$ cat config.mk
export PLATFORM = sky130hd
export DESIGN_NAME = cache_bus_arbiter_flat
export DESIGN_NICKNAME = d
export VERILOG_FILES = /design/src/rtl/cache_bus_arbiter_pkg.sv /design/src/rtl/cache_bus_arbiter_if.sv /design/src/rtl/cache_bus_arbiter_rr.sv /design/src/rtl/cache_bus_arbiter.sv /design/src/flat_wrapper.sv
export SDC_FILE = /design/constraint.sdc
export NUM_CORES = 1
export LEC_CHECK = 0
export CAP_MARGIN = 10
export CORE_AREA = 8 8 163 165
export CTS_CLUSTER_SIZE = 30
export DETAILED_ROUTE_END_ITERATION = 8
export DIE_AREA = 0 0 171 173
export PLACE_DENSITY_LB_ADDON = 0.3
export SLEW_MARGIN = 20
export SYNTH_ARGS = -nofsm -noshare
export SYNTH_HDL_FRONTEND = slang
export SYNTH_HIERARCHICAL = 1
export SYNTH_SLANG_ARGS = --single-unit
$ cat constraint.sdc
create_clock -name clk_i -period 2.1 [get_ports clk_i]
set_input_delay 0.42 -clock clk_i [delete_from_list [all_inputs] [get_ports clk_i]]
set_output_delay 0.42 -clock clk_i [all_outputs]
set_load 0.01 [all_outputs]
$ cat src/rtl/cache_bus_arbiter_pkg.sv
// Shared types and constants for the multi-cache memory bus arbiter.
package cache_bus_arbiter_pkg;

   localparam int unsigned addr_width_c     = 32;
   localparam int unsigned word_width_c     = 32;
   localparam int unsigned dma_data_width_c = 2;
   localparam int unsigned wdata_width_c    = dma_data_width_c * word_width_c;

   // One request beat from a cache toward memory.
   typedef struct packed {
      logic                     we;
      logic [addr_width_c-1:0]  addr;
      logic [wdata_width_c-1:0] wdata;
   } cache_bus_pkt_t;

   // Bus ownership state: free, or locked to one cache for a whole block.
   typedef enum logic {
      IDLE   = 1'b0,
      ACTIVE = 1'b1
   } arb_state_e;

   // Number of bus beats needed to move one cache block.
   function automatic int unsigned beats_per_block(input int unsigned block_words,
                                                   input int unsigned beat_words);
      return block_words / beat_words;
   endfunction

endpackage

$ cat src/rtl/cache_bus_arbiter_if.sv
// Cache-side and memory-side handshake bundle of the shared bus.
interface cache_bus_arbiter_if
   import cache_bus_arbiter_pkg::*;
#(
   parameter int unsigned num_caches_p = 2
);

   logic [num_caches_p-1:0]          cb_valid_i;
   logic [num_caches_p-1:0]          cb_yumi_o;
   cache_bus_pkt_t [num_caches_p-1:0] cb_pkt_i;

   logic                     mem_valid_o;
   logic                     mem_ready_i;
   logic                     mem_we_o;
   logic [addr_width_c-1:0]  mem_addr_o;
   logic [wdata_width_c-1:0] mem_wdata_o;

   logic                     mem_valid_i;
   logic [wdata_width_c-1:0] mem_data_i;
   logic [num_caches_p-1:0]  cb_valid_o;
   logic [wdata_width_c-1:0] cb_data_o;

   // Arbiter side.
   modport master (
      input  cb_valid_i, cb_pkt_i, mem_ready_i, mem_valid_i, mem_data_i,
      output cb_yumi_o, mem_valid_o, mem_we_o, mem_addr_o, mem_wdata_o,
             cb_valid_o, cb_data_o
   );

   // Caches and memory side.
   modport slave (
      output cb_valid_i, cb_pkt_i, mem_ready_i, mem_valid_i, mem_data_i,
      input  cb_yumi_o, mem_valid_o, mem_we_o, mem_addr_o, mem_wdata_o,
             cb_valid_o, cb_data_o
   );

endinterface

$ cat src/rtl/cache_bus_arbiter_rr.sv
// Combinational round-robin pick: first request at or after ptr, cyclically.
module bus_rr_arbiter #(
   parameter int unsigned width_p    = 2,
   parameter int unsigned id_width_p = 1
)(
   input  logic [width_p-1:0]    req,
   input  logic [id_width_p-1:0] ptr,
   output logic [width_p-1:0]    grant,
   output logic [id_width_p-1:0] id
);

   int unsigned           idx;
   logic [id_width_p-1:0] sel;
   logic                  found;

   // Scan width_p slots starting at ptr; the first set request wins.
   always_comb begin
      grant = '0;
      id    = '0;
      found = 1'b0;
      idx   = 0;
      sel   = '0;
      for (int unsigned k = 0; k < width_p; k++) begin
         idx = (32'(ptr) + k) % width_p;
         sel = id_width_p'(idx);
         if (!found && req[sel]) begin
            found      = 1'b1;
            grant[sel] = 1'b1;
            id         = sel;
         end
      end
   end

endmodule

$ cat src/rtl/cache_bus_arbiter.sv
// Locks the shared memory bus to one cache per block transfer, round-robin.
module cache_bus_arbiter
   import cache_bus_arbiter_pkg::*;
#(
   parameter  int unsigned num_caches_p     = 2,
   parameter  int unsigned block_width_p    = 8,
   parameter  int unsigned dma_data_width_p = dma_data_width_c,
   localparam int unsigned beats_lp     = beats_per_block(block_width_p, dma_data_width_p),
   localparam int unsigned id_width_lp  = (num_caches_p > 2) ? $clog2(num_caches_p) : 1,
   localparam int unsigned cnt_width_lp = $clog2(beats_lp + 1)
)(
   input  logic                   clk_i,
   input  logic                   nreset_i,
   cache_bus_arbiter_if.master    bus,
   output logic                   busy_o,
   output logic [id_width_lp-1:0] owner_o,
   output logic                   proto_err_o
);

   localparam logic [cnt_width_lp-1:0] beats_c    = cnt_width_lp'(beats_lp);
   localparam logic [id_width_lp-1:0]  last_id_c  = id_width_lp'(num_caches_p - 1);

   arb_state_e               state_q, state_d;
   logic [id_width_lp-1:0]   rr_ptr_q, rr_ptr_d;
   logic [id_width_lp-1:0]   owner_q, owner_d;
   logic [cnt_width_lp-1:0]  tx_q, tx_d;
   logic [cnt_width_lp-1:0]  rx_q, rx_d;
   logic                     we_q, we_d;
   logic                     err_q, err_d;

   logic [num_caches_p-1:0]  grant_c;
   logic [id_width_lp-1:0]   grant_id_c;
   cache_bus_pkt_t           owner_pkt_c;
   logic                     req_valid_c;
   logic                     fire_c;
   logic [num_caches_p-1:0]  yumi_c;
   logic [num_caches_p-1:0]  resp_valid_c;
   logic                     mem_we_c;
   logic [addr_width_c-1:0]  mem_addr_c;
   logic [wdata_width_c-1:0] mem_wdata_c;

   bus_rr_arbiter #(
      .width_p    (num_caches_p),
      .id_width_p (id_width_lp)
   ) u_rr (
      .req   (bus.cb_valid_i),
      .ptr   (rr_ptr_q),
      .grant (grant_c),
      .id    (grant_id_c)
   );

   // State, pointer, counters and sticky error.
   always_ff @(posedge clk_i or negedge nreset_i) begin
      if (!nreset_i) begin
         state_q  <= IDLE;
         rr_ptr_q <= '0;
         owner_q  <= '0;
         tx_q     <= '0;
         rx_q     <= '0;
         we_q     <= 1'b0;
         err_q    <= 1'b0;
      end else begin
         state_q  <= state_d;
         rr_ptr_q <= rr_ptr_d;
         owner_q  <= owner_d;
         tx_q     <= tx_d;
         rx_q     <= rx_d;
         we_q     <= we_d;
         err_q    <= err_d;
      end
   end

   // Arbitration, beat forwarding, response routing and completion.
   always_comb begin
      state_d      = state_q;
      rr_ptr_d     = rr_ptr_q;
      owner_d      = owner_q;
      tx_d         = tx_q;
      rx_d         = rx_q;
      we_d         = we_q;
      err_d        = err_q;
      req_valid_c  = 1'b0;
      fire_c       = 1'b0;
      yumi_c       = '0;
      resp_valid_c = '0;
      mem_we_c     = 1'b0;
      mem_addr_c   = '0;
      mem_wdata_c  = '0;
      owner_pkt_c  = bus.cb_pkt_i[owner_q];

      case (state_q)
         IDLE: begin
            if (|grant_c) begin
               owner_d = grant_id_c;
               state_d = ACTIVE;
            end
            if (bus.mem_valid_i) begin
               err_d = 1'b1;
            end
         end

         ACTIVE: begin
            req_valid_c = bus.cb_valid_i[owner_q] && (tx_q < beats_c);
            mem_we_c    = owner_pkt_c.we;
            mem_addr_c  = owner_pkt_c.addr;
            mem_wdata_c = owner_pkt_c.wdata;
            fire_c      = req_valid_c && bus.mem_ready_i;
            yumi_c[owner_q] = fire_c;
            if (fire_c) begin
               tx_d = tx_q + cnt_width_lp'(1);
               if (tx_q == '0) begin
                  we_d = owner_pkt_c.we;
               end
            end
            // Responses are only legal on a read with beats still owed back.
            if (bus.mem_valid_i) begin
               if (!we_q && (rx_q < tx_q)) begin
                  resp_valid_c[owner_q] = 1'b1;
                  rx_d = rx_q + cnt_width_lp'(1);
               end else begin
                  err_d = 1'b1;
               end
            end
            if ((tx_d == beats_c) && (we_d || (rx_d == beats_c))) begin
               state_d  = IDLE;
               tx_d     = '0;
               rx_d     = '0;
               rr_ptr_d = (owner_q == last_id_c) ? '0 : owner_q + id_width_lp'(1);
            end
         end

         default: state_d = IDLE;
      endcase
   end

   assign bus.cb_yumi_o   = yumi_c;
   assign bus.mem_valid_o = req_valid_c;
   assign bus.mem_we_o    = mem_we_c;
   assign bus.mem_addr_o  = mem_addr_c;
   assign bus.mem_wdata_o = mem_wdata_c;
   assign bus.cb_valid_o  = resp_valid_c;
   assign bus.cb_data_o   = bus.mem_data_i;

   assign busy_o      = (state_q == ACTIVE);
   assign owner_o     = owner_q;
   assign proto_err_o = err_q;

endmodule

$ cat src/flat_wrapper.sv
// flat-port wrapper written by rule: the top's interface ports become plain ports
module cache_bus_arbiter_flat import cache_bus_arbiter_pkg::*;
#(
   parameter  int unsigned num_caches_p     = 2,
   parameter  int unsigned block_width_p    = 8,
   parameter  int unsigned dma_data_width_p = dma_data_width_c,
   localparam int unsigned beats_lp     = beats_per_block(block_width_p, dma_data_width_p),
   localparam int unsigned id_width_lp  = (num_caches_p > 2) ? $clog2(num_caches_p) : 1,
   localparam int unsigned cnt_width_lp = $clog2(beats_lp + 1)
)
  (clk_i, nreset_i, busy_o, owner_o, proto_err_o, bus_cb_valid_i, bus_cb_pkt_i, bus_mem_ready_i, bus_mem_valid_i, bus_mem_data_i, bus_cb_yumi_o, bus_mem_valid_o, bus_mem_we_o, bus_mem_addr_o, bus_mem_wdata_o, bus_cb_valid_o, bus_cb_data_o);
  cache_bus_arbiter_if #(.num_caches_p(num_caches_p)) bus_i ();
  input  logic clk_i;
  input  logic nreset_i;
  output logic busy_o;
  output logic [id_width_lp-1:0] owner_o;
  output logic proto_err_o;
  input wire logic [$bits(bus_i.cb_valid_i)-1:0] bus_cb_valid_i;
  input wire logic [$bits(bus_i.cb_pkt_i)-1:0] bus_cb_pkt_i;
  input wire logic [$bits(bus_i.mem_ready_i)-1:0] bus_mem_ready_i;
  input wire logic [$bits(bus_i.mem_valid_i)-1:0] bus_mem_valid_i;
  input wire logic [$bits(bus_i.mem_data_i)-1:0] bus_mem_data_i;
  output wire logic [$bits(bus_i.cb_yumi_o)-1:0] bus_cb_yumi_o;
  output wire logic [$bits(bus_i.mem_valid_o)-1:0] bus_mem_valid_o;
  output wire logic [$bits(bus_i.mem_we_o)-1:0] bus_mem_we_o;
  output wire logic [$bits(bus_i.mem_addr_o)-1:0] bus_mem_addr_o;
  output wire logic [$bits(bus_i.mem_wdata_o)-1:0] bus_mem_wdata_o;
  output wire logic [$bits(bus_i.cb_valid_o)-1:0] bus_cb_valid_o;
  output wire logic [$bits(bus_i.cb_data_o)-1:0] bus_cb_data_o;
  assign bus_i.cb_valid_i = bus_cb_valid_i;
  assign bus_i.cb_pkt_i = bus_cb_pkt_i;
  assign bus_i.mem_ready_i = bus_mem_ready_i;
  assign bus_i.mem_valid_i = bus_mem_valid_i;
  assign bus_i.mem_data_i = bus_mem_data_i;
  assign bus_cb_yumi_o = bus_i.cb_yumi_o;
  assign bus_mem_valid_o = bus_i.mem_valid_o;
  assign bus_mem_we_o = bus_i.mem_we_o;
  assign bus_mem_addr_o = bus_i.mem_addr_o;
  assign bus_mem_wdata_o = bus_i.mem_wdata_o;
  assign bus_cb_valid_o = bus_i.cb_valid_o;
  assign bus_cb_data_o = bus_i.cb_data_o;
  cache_bus_arbiter #(.num_caches_p(num_caches_p), .block_width_p(block_width_p), .dma_data_width_p(dma_data_width_p)) u_core (.clk_i(clk_i), .nreset_i(nreset_i), .bus(bus_i), .busy_o(busy_o), .owner_o(owner_o), .proto_err_o(proto_err_o));
endmodule
# Word-level counts from Yosys, hierarchy flattened
# Index checks and enable logic that the tools add are counted.
# word_totals
elab_cells,88
regBits,11
in_bits,264
output_inout_bits,169
# classes
muxes,45
reduce_logical,16
eq_ne,5
add_sub_neg,4
magnitude_cmp,8
bitwise,3
# op_table
operator,count
$mux 97,2
$mux 64,1
$mux 32,1
$mux 1,23
$mux 3,7
$mux 2,6
$logic_and 1x1->1,8
$add 3x1->3 const B,2
$eq 3x3->1 const B,2
$lt 1x2->1 const B,3
$ne 2x2->1 const B,3
$pmux 1 s2,2
$reduce_and 2->1,2
$demux 1 s1,3
$ge 1x1->1 const B,3
$logic_not 3->1,1
$lt 3x3->1,1
$lt 3x3->1 const B,1
$reduce_and 3->1,1
$add 1x1->1 const B,2
$and 2x2->2,1
$logic_not 1->1,2
$or 2x2->2,1
$reduce_or 2->1,1
other kinds (2),2

# Longest topological paths before layout
# Gate-level depths: netlist of run 1.
# logic_depth
ltp_word,10
mapped_depth,8
mapped_depth_nobuf,8

# Modules after synthesis
# The synthesis of run 1 kept the hierarchy.
# by_module_without_submodules
module,instances,seq_area_each_um2,cells_each,area_per_inst_um2
cache_bus_arbiter,1,275.3,352,2841.5
bus_rr_arbiter,1,0.0,4,30.0

# Least setup slack after synthesis of run 1
# Ideal clock, no wire load.
# synth_path
path_type,register -> register
start,register u_core.tx_q[2]
end,register u_core.rx_q[0]
synth_period_minus_slack_ns,2.116
path_stages_with_launch,9
path_slack_ns,-0.016
t_arrival_ns,1.991
cell_sequence,dfrtp_1 inv_1 ha_1 nand2_1 o2111a_2 or4_1 a31oi_2 o21ai_1 mux2_2
# synth_via
elab_chain_cells,9
elab_cells_between_ends,20
classes_between,add/sub (1); order compare (2); eq/ne (2); mux (9); reduce/logical (6)
# synth_lines
element,line_no,source
"start, declared",cache_bus_arbiter.sv:26,"logic [cnt_width_lp-1:0] tx_q, tx_d;"
"start signal, assigned",cache_bus_arbiter.sv:66,tx_q <= tx_d;
$lt 3x3->1,cache_bus_arbiter.sv:117,if (!we_q && (rx_q < tx_q)) begin
$logic_and 1x1->1,cache_bus_arbiter.sv:117,
$mux 3,cache_bus_arbiter.sv:117,
$mux 3,cache_bus_arbiter.sv:116,if (bus.mem_valid_i) begin
$mux 3,cache_bus_arbiter.sv:91,case (state_q)
$eq 3x3->1,cache_bus_arbiter.sv:124,if ((tx_d == beats_c) && (we_d || (rx_d == beats_c))) begin
$logic_or 1x1->1,cache_bus_arbiter.sv:124,
$logic_and 1x1->1,cache_bus_arbiter.sv:124,
$mux 3 (*),cache_bus_arbiter.sv:124,
"end signal, assigned",cache_bus_arbiter.sv:67,rx_q <= rx_d;
"end, declared",cache_bus_arbiter.sv:27,"logic [cnt_width_lp-1:0] rx_q, rx_d;"
# Mark *: on every way between the ends. The rest lies on a longest branch, timed or not. The select of a mux whose other input is x is not followed.
# A chain may end at the register's enable or synchronous reset.

# Final worst setup path of run 1
# Ends and elaborated chain as after synthesis.

==> results of run 1 <==
-- worst max path at each step --
stage                                   to  slack [ps]              start  depth (start not counted)
after floorplan             u_core/rx_q[0]         -20     u_core/tx_q[2]                          8
after global placement    bus_cb_yumi_o[0]        -430  bus_cb_valid_i[1]                          6
after detailed placement  bus_cb_yumi_o[0]        -400  bus_cb_valid_i[1]                          6
after CTS                   u_core/rx_q[0]        -180     u_core/rx_q[2]                          8
after global routing        u_core/rx_q[0]        -170     u_core/tx_q[2]                          9
final                       u_core/rx_q[0]        -130     u_core/tx_q[2]                          9
-- cell type report --
cell class              instances  area, sq um  area share (%)
flip-flops and latches         11          280            4.62
well taps                     324          405            6.68
inverters                       6         22.5           0.371
clock buffers                   4         78.8            1.30
repair buffers                346         3200            52.7
multi-input cells             250         2090            34.4
-- registers in the layout, summed over array words and instances (netlist names) --
name / count
u_core/tx_q: 3
u_core/proto_err_o: 1
u_core/owner_o: 1
u_core/we_q: 1
u_core/busy_o: 1
u_core/rr_ptr_q: 1
u_core/rx_q: 3
-- routing by layer --
metal	vias up	part of all wire (%)	GRT usage [%]
met2	215	48	17.2
met5	-	0	0
met4	0	2.4	2.32
li1	1641	-	-
met1	1487	38	10.6
met3	28	12	4.35
-- metrics by stage --
| step | cell area, sq um | utilization, % | worst slack, ps | hold slack (ps) | TNS (ps) |
|---|---|---|---|---|---|
| 2_1_floorplan | 2870 | - | -15.7 | 124 | -15.7 |
| 3_3_place_gp | 6070 | 25.3 | -426 | 445 | -3160 |
| 3_5_place_dp | 6070 | 25.3 | -402 | 455 | -3300 |
| 4_1_cts | 6140 | 25.6 | -178 | 473 | -767 |
| 5_1_grt | 6070 | 25.3 | -169 | 507 | -973 |
| 6_report | 6070 | 25.3 | -126 | 466 | -576 |
-- worst max-delay path, delay by kind of cell, from the launching register on --
kind / cells / cell delay, ps
muxes: 1 / 260
buffers and inverters: 2 / 190
and+or+nand+nor: 2 / 490
DFF: 1 / 350
adders and majority gates: 1 / 270
AOI/OAI and AO/OA: 3 / 560
-- logic make-up after synthesis --
kind of cell | Yosys count | synth area share, %
flip-flops | 11 | 9.59
buffers and inverters | 95 | 21.4
multiplexers | 103 | 36.1
adder cells (fa/ha/maj) | 5 | 2.18
AND/OR/NAND/NOR | 126 | 26.2
AO/OA/AOI/OAI | 14 | 3.96
XOR/XNOR | 2 | 0.610
-- power by group through the flow --
stage          Clock, uW  Sequential [uW]  Combinational [uW]
4_1_cts              357              417                5850
3_3_place_gp           0              400                6280
2_1_floorplan          0              387                3000
3_5_place_dp           0              402                6250
5_1_grt              371              451                6320
6_report             349              431                5830
-- cell usage in the layout (no fill, tap or decap), drive strengths merged --
cell / netlist / final
nor3b: 2 / 2
dlygate4sd2: 0 / 27
and3: 2 / 2
dlymetal6s2s: 0 / 1
nor3: 2 / 2
nand2: 8 / 8
buf: 76 / 45
nand3: 1 / 1
ha: 5 / 5
a31oi: 1 / 1
o21ai: 2 / 2
nor2b: 98 / 98
bufbuf: 0 / 1
a22o: 1 / 1
dfrtp: 11 / 11
a31o: 1 / 1
mux2i: 99 / 99
o2111a: 1 / 1
a32oi: 1 / 1
or4: 1 / 1
a21oi: 2 / 2
nor2: 8 / 8
xnor2: 1 / 1
clkbuf: 13 / 57
inv: 6 / 6
mux2: 4 / 4
o2111ai: 1 / 1
xor2: 1 / 1
and2: 3 / 3
clkdlybuf4s15: 0 / 18
nand4b: 1 / 1
clkdlybuf4s50: 0 / 201
a21o: 1 / 1
a21boi: 3 / 3
-- timing repair --
action                                  in CTS  in global routing
pin swaps                                    7                  3
buffers inserted                             1                  2
endpoints found under the setup margin     108                 73
gates cloned                                 1                  2
resized for setup                          145                127
==> results.json, run 1 <==
{
  "outcome": "finished with violations",
  "violations": "setup timing",
  "yosys.area.top_type_share_pct": 34.5,
  "worstHoldPathCells": 1,
  "p_per_area_nw_per_um2": 1090,
  "yosys.area.top_type": "mux2i_1",
  "hold_viol": 0,
  "hold_class": "reg -> reg",
  "yosysSeqAreaShare_pct": 9.59,
  "dp.cells": 931,
  "fin_cells": 941,
  "setup_viol": 8,
  "internal_power_uw": 3710,
  "regToRegSetupSlack_ps": -130,
  "numCtsBuffers": 3,
  "area_growth_syn_to_layout_pct": 111,
  "maxCapViolCount": 0,
  "drt-initial-drc-count": 97,
  "postRouteAntennaNets": 0,
  "drt-total-wl_microns": 16100,
  "period_share_pct": 106,
  "htree_levels": 1,
  "cts_tree": "done",
  "arrival_ps": 2350,
  "die_w_microns": 171,
  "p_sw_uw": 2900,
  "power_frac_comb_pct": 88.2,
  "critPathRequiredTime_ps": 2220,
  "async_flop_share_pct": 100,
  "fillers": 2644,
  "path_clk_slew_ps": 40,
  "track_usage_pct": 9.83,
  "synthFlopType": "dfrtp_1",
  "rsz0062_at_grt": "yes",
  "nNetsFinal": 887,
  "drv_slew": 0,
  "path_class": "reg -> reg",
  "cp_cell_sequence": "inv_1 -> ha_4 -> nand2_2 -> o2111a_2 -> buf_6 -> or4_4 -> a31oi_4 -> o21ai_2 -> mux2_2",
  "p_leak_uw": 0.00260,
  "synth_most_common_cell": "mux2i_1",
  "avgRoutedWirePerCell_microns": 17.1,
  "initial_core_util_pct": 12.0,
  "worstHoldStart": "u_core/proto_err_o",
  "vias": 3371,
  "synth_seq_cells": 11,
  "timing.fmax_ghz": 0.449,
  "synth-edff-count": 0,
  "fin_worst_skew_ps": 1.28,
  "dieArea_sq_um": 29600,
  "hold_end": "u_core/proto_err_o",
  "io_buffer_count": 304,
  "reg2reg_depth": 9,
  "yosys-top-cells-area": "mux2i_1, nor2b_1, buf_4, dfrtp_1, ha_1",
  "synthTopCellsByCount": "mux2i_1, nor2b_1, buf_4, clkbuf_1, dfrtp_1",
  "clk_latency_ps": 240,
  "netlist_area_sq_um": 2870,
  "syn_area_per_cell_sq_um": 8.07,
  "drc": 0,
  "antenna-diode-count": 0,
  "antenna_found_initial": 0,
  "syn_inst": 356,
  "timing.rr.end": "u_core/rx_q[0]",
  "coreArea_sq_um": 24000,
  "gp_congestion": 0.725,
  "drive_above_1_share_pct": 21.4,
  "fin_crit_ps": 2230,
  "slew_headroom_pct": 65.3,
  "hold_buffers": 0,
  "critPathCaptureType": "flip-flop",
  "cpPeakStageDelay_ps": 430,
  "netSwitchingFraction_pct": 43.9,
  "rows": 57,
  "crit_slowest_cell": "or4_4",
  "crit_fanout": 4,
  "root_buffer": "clkbuf_16",
  "via_per_inst": 3.58,
  "regToRegStartpoint": "u_core/tx_q[2]",
  "setup_slack_ps": -126,
  "grt_pass1_wl_microns": 22800,
  "worstSetupStartpointType": "flip-flop",
  "dp_hpwl_microns": 13600,
  "grt_pass1_vias": 3696,
  "power_frac_seq_pct": 6.5,
  "yosysWarnings": 6,
  "numClockSinks": 11,
  "die_h_microns": 173,
  "vdd_drop_max_v": 0.000559,
  "power.total_uw": 6610,
  "synthesis.nets": 625,
  "drtPass1Iterations": 4,
  "cts_buffer_depth": 2,
  "p_clk_share_pct": 5.3,
  "grt_max_degree": 56,
  "ys_types": 35,
  "ioPinCount": 433,
  "tightest_slew_ps": 519,
  "overflow": 0
}
Note: power is estimated with default switching activity, not from simulation.
==> run 2: changes to the inputs <==
--- a/config.mk
+++ b/config.mk
@@ -10,6 +10,7 @@
 export CTS_CLUSTER_SIZE = 30
 export DETAILED_ROUTE_END_ITERATION = 8
 export DIE_AREA = 0 0 171 173
+export MAX_ROUTING_LAYER = met4
 export PLACE_DENSITY_LB_ADDON = 0.3
 export SLEW_MARGIN = 20
 export SYNTH_ARGS = -nofsm -noshare
==> results.json, run 2 (synthesized netlist as in run 1, its figures left out) <==
{
  "wl_met2_microns": 7660,
  "period_share_pct": 106,
  "outcome": "finished with violations",
  "antenna_found_initial": 0,
  "critPathCaptureType": "flip-flop",
  "drt-total-wl_microns": 16100,
  "placed_area_sq_um": 6070,
  "worstHoldStart": "u_core/proto_err_o",
  "grt_pass1_wl_microns": 22700,
  "grt_max_degree": 56,
  "arrival_ps": 2350,
  "root_buffer": "clkbuf_16",
  "top_layer_used": "met4",
  "path_clk_slew_ps": 40,
  "die_w_microns": 171,
  "overflow": 0,
  "regToRegStartpoint": "u_core/tx_q[2]",
  "track_usage_pct": 10.1,
  "vias": 3388,
  "timing.fmax_ghz": 0.449,
  "htree_levels": 1,
  "hold_class": "reg -> reg",
  "antenna-diode-count": 0,
  "drt-initial-drc-count": 91,
  "grt_pass1_vias": 3707,
  "wl_met1_microns": 6420,
  "avgRoutedWirePerCell_microns": 17.1,
  "clk_latency_ps": 240,
  "io_buffer_count": 304,
  "numClockSinks": 11,
  "postRouteAntennaNets": 0,
  "die_h_microns": 173,
  "dieArea_sq_um": 29600,
  "nNetsFinal": 887,
  "wl_met3_microns": 1610,
  "dp.cells": 931,
  "initial_core_util_pct": 12.0,
  "drtPass1Iterations": 4,
  "slew_headroom_pct": 65.4,
  "crit_fanout": 4,
  "drive_above_1_share_pct": 21.2,
  "violations": "setup timing",
  "reg_top3": "u_core/rx_q x3, u_core/tx_q x3",
  "numCtsBuffers": 3,
  "maxCapViolCount": 0,
  "worstSetupStartpointType": "flip-flop",
  "via_per_inst": 3.60,
  "tightest_slew_ps": 518,
  "fin_crit_ps": 2230,
  "dp_hpwl_microns": 13600,
  "fillers": 2643,
  "cts_buffer_depth": 2,
  "regToRegSetupSlack_ps": -130,
  "hold_viol": 0,
  "seq_area_sq_um": 280,
  "layout_common_cells": "clkdlybuf4s50_1, nor2b_1, mux2i_1, clkbuf_2",
  "vdd_drop_max_v": 0.000560,
  "p_leak_uw": 0.00260,
  "p_per_area_nw_per_um2": 1090,
  "critPathRequiredTime_ps": 2220,
  "gp_congestion": 0.734,
  "ioPinCount": 433,
  "path_class": "reg -> reg",
  "drc": 0,
  "final_common_cell": "clkdlybuf4s50_1",
  "cts_tree": "done",
  "setup_viol": 8,
  "setup_slack_ps": -127,
  "fin_worst_skew_ps": 1.40,
  "rsz0062_at_grt": "yes",
  "rows": 57,
  "stdcell_area_sq_um": 6070,
  "multi_input_area_sq_um": 2090,
  "fin_cells": 941,
  "hold_buffers": 0,
  "area_growth_syn_to_layout_pct": 112,
  "drv_slew": 0,
  "critPathLaunch": "u_core/tx_q[2]",
  "coreArea_sq_um": 24000
}
[run 2: cell count changes in the layout (fill, tap and decap cells not counted)]
| cell | change |
|---|---|
| clkdlybuf4s15_1 | -1 |
| dlygate4sd2_1 | +2 |
| clkbuf_2 | -1 |
[run 2: metrics by stage]
stage          worst slack, ps  hold slack, ps  util [%]  power, uW  setup TNS (ps)
2_1_floorplan            -15.7             124         -       3390           -15.7
3_3_place_gp              -426             445      25.3       6680           -3160
3_5_place_dp              -402             455      25.3       6650           -3300
4_1_cts                   -178             473      25.6       6620            -767
5_1_grt                   -169             507      25.3       7140            -976
6_report                  -127             466      25.3       6630            -578
[run 2: final cells by class]
| cell class | instances | share of cell area [%] |
|---|---|---|
| multi-input combinational | 250 | 34.4 |
| timing repair buffer | 346 | 52.7 |
| tap | 324 | 6.67 |
| clock buffer | 4 | 1.30 |
| inverter | 6 | 0.371 |
| sequential | 11 | 4.61 |
[run 2: power breakdown]
part / leakage (uW) / internal [uW] / switching [uW] / total, uW
clock network: 0.0000382 / 255 / 95.7 / 351
logic: 0.00244 / 3140 / 2710 / 5840
registers: 0.000124 / 318 / 114 / 431
[run 2: critical path, cell delays in order, from the launching register on]
cell and delay [ps]:
dfrtp_1 350, inv_1 70, ha_4 270, nand2_2 60, o2111a_2 260, buf_6 120, or4_4 430, a31oi_4 220
o21ai_2 80, mux2_2 260
[run 2: final timing paths]
kind | endpoint | cells past startpoint
max in group asynchronous | u_core/owner_o | 1
worst min-delay path | u_core/proto_err_o | 1
min in group asynchronous | u_core/rx_q[0] | 1
worst min register to register | u_core/proto_err_o | 1
worst max-delay path | u_core/rx_q[0] | 9
worst max register to register | u_core/rx_q[0] | 9
[run 2: what timing repair did]
item                       CTS  global route
gates resized for setup    145           124
cloned                       1             2
pin swaps                    7             3
setup endpoints to repair  108            72
setup buffers                1             2
[run 2: metal layers]
metal,vias up,global-route usage [%]
met1,1492,11.2
met2,218,17.2
met4,0,2.32
met3,34,3.39
li1,1644,-
met5,-,-
==> run 3: changes to the inputs <==
==> constraint.sdc (replaced) <==
create_clock -name clk_i -period 1.9 [get_ports clk_i]
set_input_delay 0.38 -clock clk_i [delete_from_list [all_inputs] [get_ports clk_i]]
set_output_delay 0.38 -clock clk_i [all_outputs]
set_load 0.01 [all_outputs]
==> results.json, run 3 (synthesized netlist as in run 1, its figures left out) <==
{
  "outcome": "finished with violations",
  "violations": "setup timing",
  "rsz0062_at_grt": "yes",
  "numCtsBuffers": 3,
  "nNetsFinal": 905,
  "reg_top3": "u_core/rx_q x3, u_core/tx_q x3",
  "drtPass1Iterations": 4,
  "io_buffer_count": 304,
  "internal_power_uw": 4590,
  "multi_input_area_sq_um": 2140,
  "slew_headroom_pct": 66.2,
  "dp_hpwl_microns": 13200,
  "initial_core_util_pct": 12.0,
  "drt-initial-drc-count": 67,
  "placed_area_sq_um": 6030,
  "die_w_microns": 171,
  "die_h_microns": 173,
  "gp_congestion": 0.744,
  "p_leak_uw": 0.00270,
  "clk_latency_ps": 240,
  "maxCapViolCount": 0,
  "netSwitchingFraction_pct": 42.5,
  "antenna-diode-count": 0,
  "dieArea_sq_um": 29600,
  "coreArea_sq_um": 24000,
  "fin_crit_ps": 2180,
  "path_class": "reg -> reg",
  "grt_pass1_wl_microns": 22800,
  "htree_levels": 1,
  "grt_pass1_vias": 3725,
  "ioPinCount": 433,
  "avgRoutedWirePerCell_microns": 17.0,
  "final_common_cell": "clkdlybuf4s50_1",
  "drc": 0,
  "cts_buffer_depth": 2,
  "numClockSinks": 11,
  "crit_fanout": 4,
  "postRouteAntennaNets": 0,
  "via_per_inst": 3.58,
  "layout_common_cells": "clkdlybuf4s50_1, nor2b_1, buf_2, mux2i_1, buf_4",
  "setup_slack_ps": -281,
  "track_usage_pct": 10.0,
  "fin_worst_skew_ps": 4.95,
  "arrival_ps": 2300,
  "area_growth_syn_to_layout_pct": 118,
  "setup_viol": 74,
  "cts_tree": "done",
  "timing.fmax_ghz": 0.458,
  "worstSetupStartpointType": "flip-flop",
  "overflow": 0,
  "p_per_area_nw_per_um2": 1280,
  "tns_ps": -10220,
  "vias": 3429,
  "tightest_slew_ps": 506,
  "stdcell_area_sq_um": 6260,
  "path_clk_slew_ps": 40,
  "critPathCaptureType": "flip-flop",
  "drive_above_1_share_pct": 32.1,
  "vdd_drop_max_v": 0.000640,
  "power_frac_seq_pct": 6.0,
  "power_frac_comb_pct": 89.1,
  "rows": 57,
  "period_share_pct": 115,
  "critPathRequiredTime_ps": 2020,
  "p_clk_share_pct": 4.8,
  "root_buffer": "clkbuf_16",
  "fillers": 2680,
  "drt-total-wl_microns": 16300,
  "drv_slew": 0,
  "seq_area_sq_um": 280,
  "grt_max_degree": 55,
  "hold_viol": 0,
  "p_sw_uw": 3400,
  "antenna_found_initial": 0,
  "hold_class": "reg -> reg"
}
==> run 3: cell types whose count changed in the layout (fill, tap and decap cells not counted), sizes merged <==
cell           change
dlygate4sd2       -28
clkdlybuf4s15     -16
buf              +112
clkdlybuf4s50      -1
bufbuf             -1
dlymetal6s2s       -1
clkbuf            -47
==> run 3: through the flow <==
stage / std cells / hold WS [ps] / setup WS, ps / util [%] / total power (uW)
2_1_floorplan: 356 / 84.4 / -216 / - / 3740
3_3_place_gp: 926 / 445 / -531 / 25.2 / 7340
3_5_place_dp: 926 / 451 / -524 / 25.2 / 7300
4_1_cts: 938 / 464 / -244 / 24.6 / 7240
5_1_grt: 959 / 471 / -350 / 26.1 / 8630
6_report: 959 / 454 / -281 / 26.1 / 7990
==> run 3: power by group through the flow <==
stage | Combinational (uW) | Clock, uW | Sequential, uW
finish | 7120 | 386 | 482
global route | 7720 | 410 | 502
CTS | 6400 | 396 | 444
detailed placement | 6850 | 0 | 447
global placement | 6890 | 0 | 449
floorplan | 3310 | 0 | 428
==> run 3: area by class of cell <==
cell class | instances | share of cell area, %
Timing Repair Buffer | 364 | 53.3
Multi-Input combinational cell | 250 | 34.1
Tap cell | 324 | 6.47
Sequential cell | 11 | 4.48
Clock buffer | 4 | 1.26
Inverter | 6 | 0.360
==> run 3: repair_timing <==
item | 4_1_cts | 5_1_grt
resized for setup | 415 | 78
buffers inserted | 7 | 17
pin swaps | 6 | 5
endpoints found under the setup margin | 109 | 75
gates cloned | 1 | 5
hold buffers | 0 | 0
==> run 3: final timing paths <==
kind / startpoint / endpoint / slack [ps] / cells past startpoint
max reg2reg: u_core/rx_q[2] / u_core/rx_q[0] / -280 / 7
max in group asynchronous: nreset_i / u_core/owner_o / 1030 / 1
min reg2reg: u_core/proto_err_o / u_core/proto_err_o / 450 / 1
min in group asynchronous: nreset_i / u_core/proto_err_o / 480 / 1
min: u_core/proto_err_o / u_core/proto_err_o / 450 / 1
max: u_core/rx_q[2] / u_core/rx_q[0] / -280 / 7
==> run 3: metal layers <==
| layer | track usage [%] | part of all wire [%] | vias up |
|---|---|---|---|
| li1 | - | - | 1685 |
| met1 | 11.5 | 40 | 1493 |
| met2 | 16.6 | 48 | 211 |
| met3 | 3.42 | 9.5 | 40 |
| met4 | 2.46 | 2.7 | 0 |
| met5 | - | 0 | - |
==> run 3: worst max-delay path, stage by stage (launching register included) <==
cell      delay, ps
dfrtp_1         400
ha_4            290
nand2_2          50
o2111a_2        260
or4_4           440
a31oi_4         270
o21ai_2          90
mux2_4          260
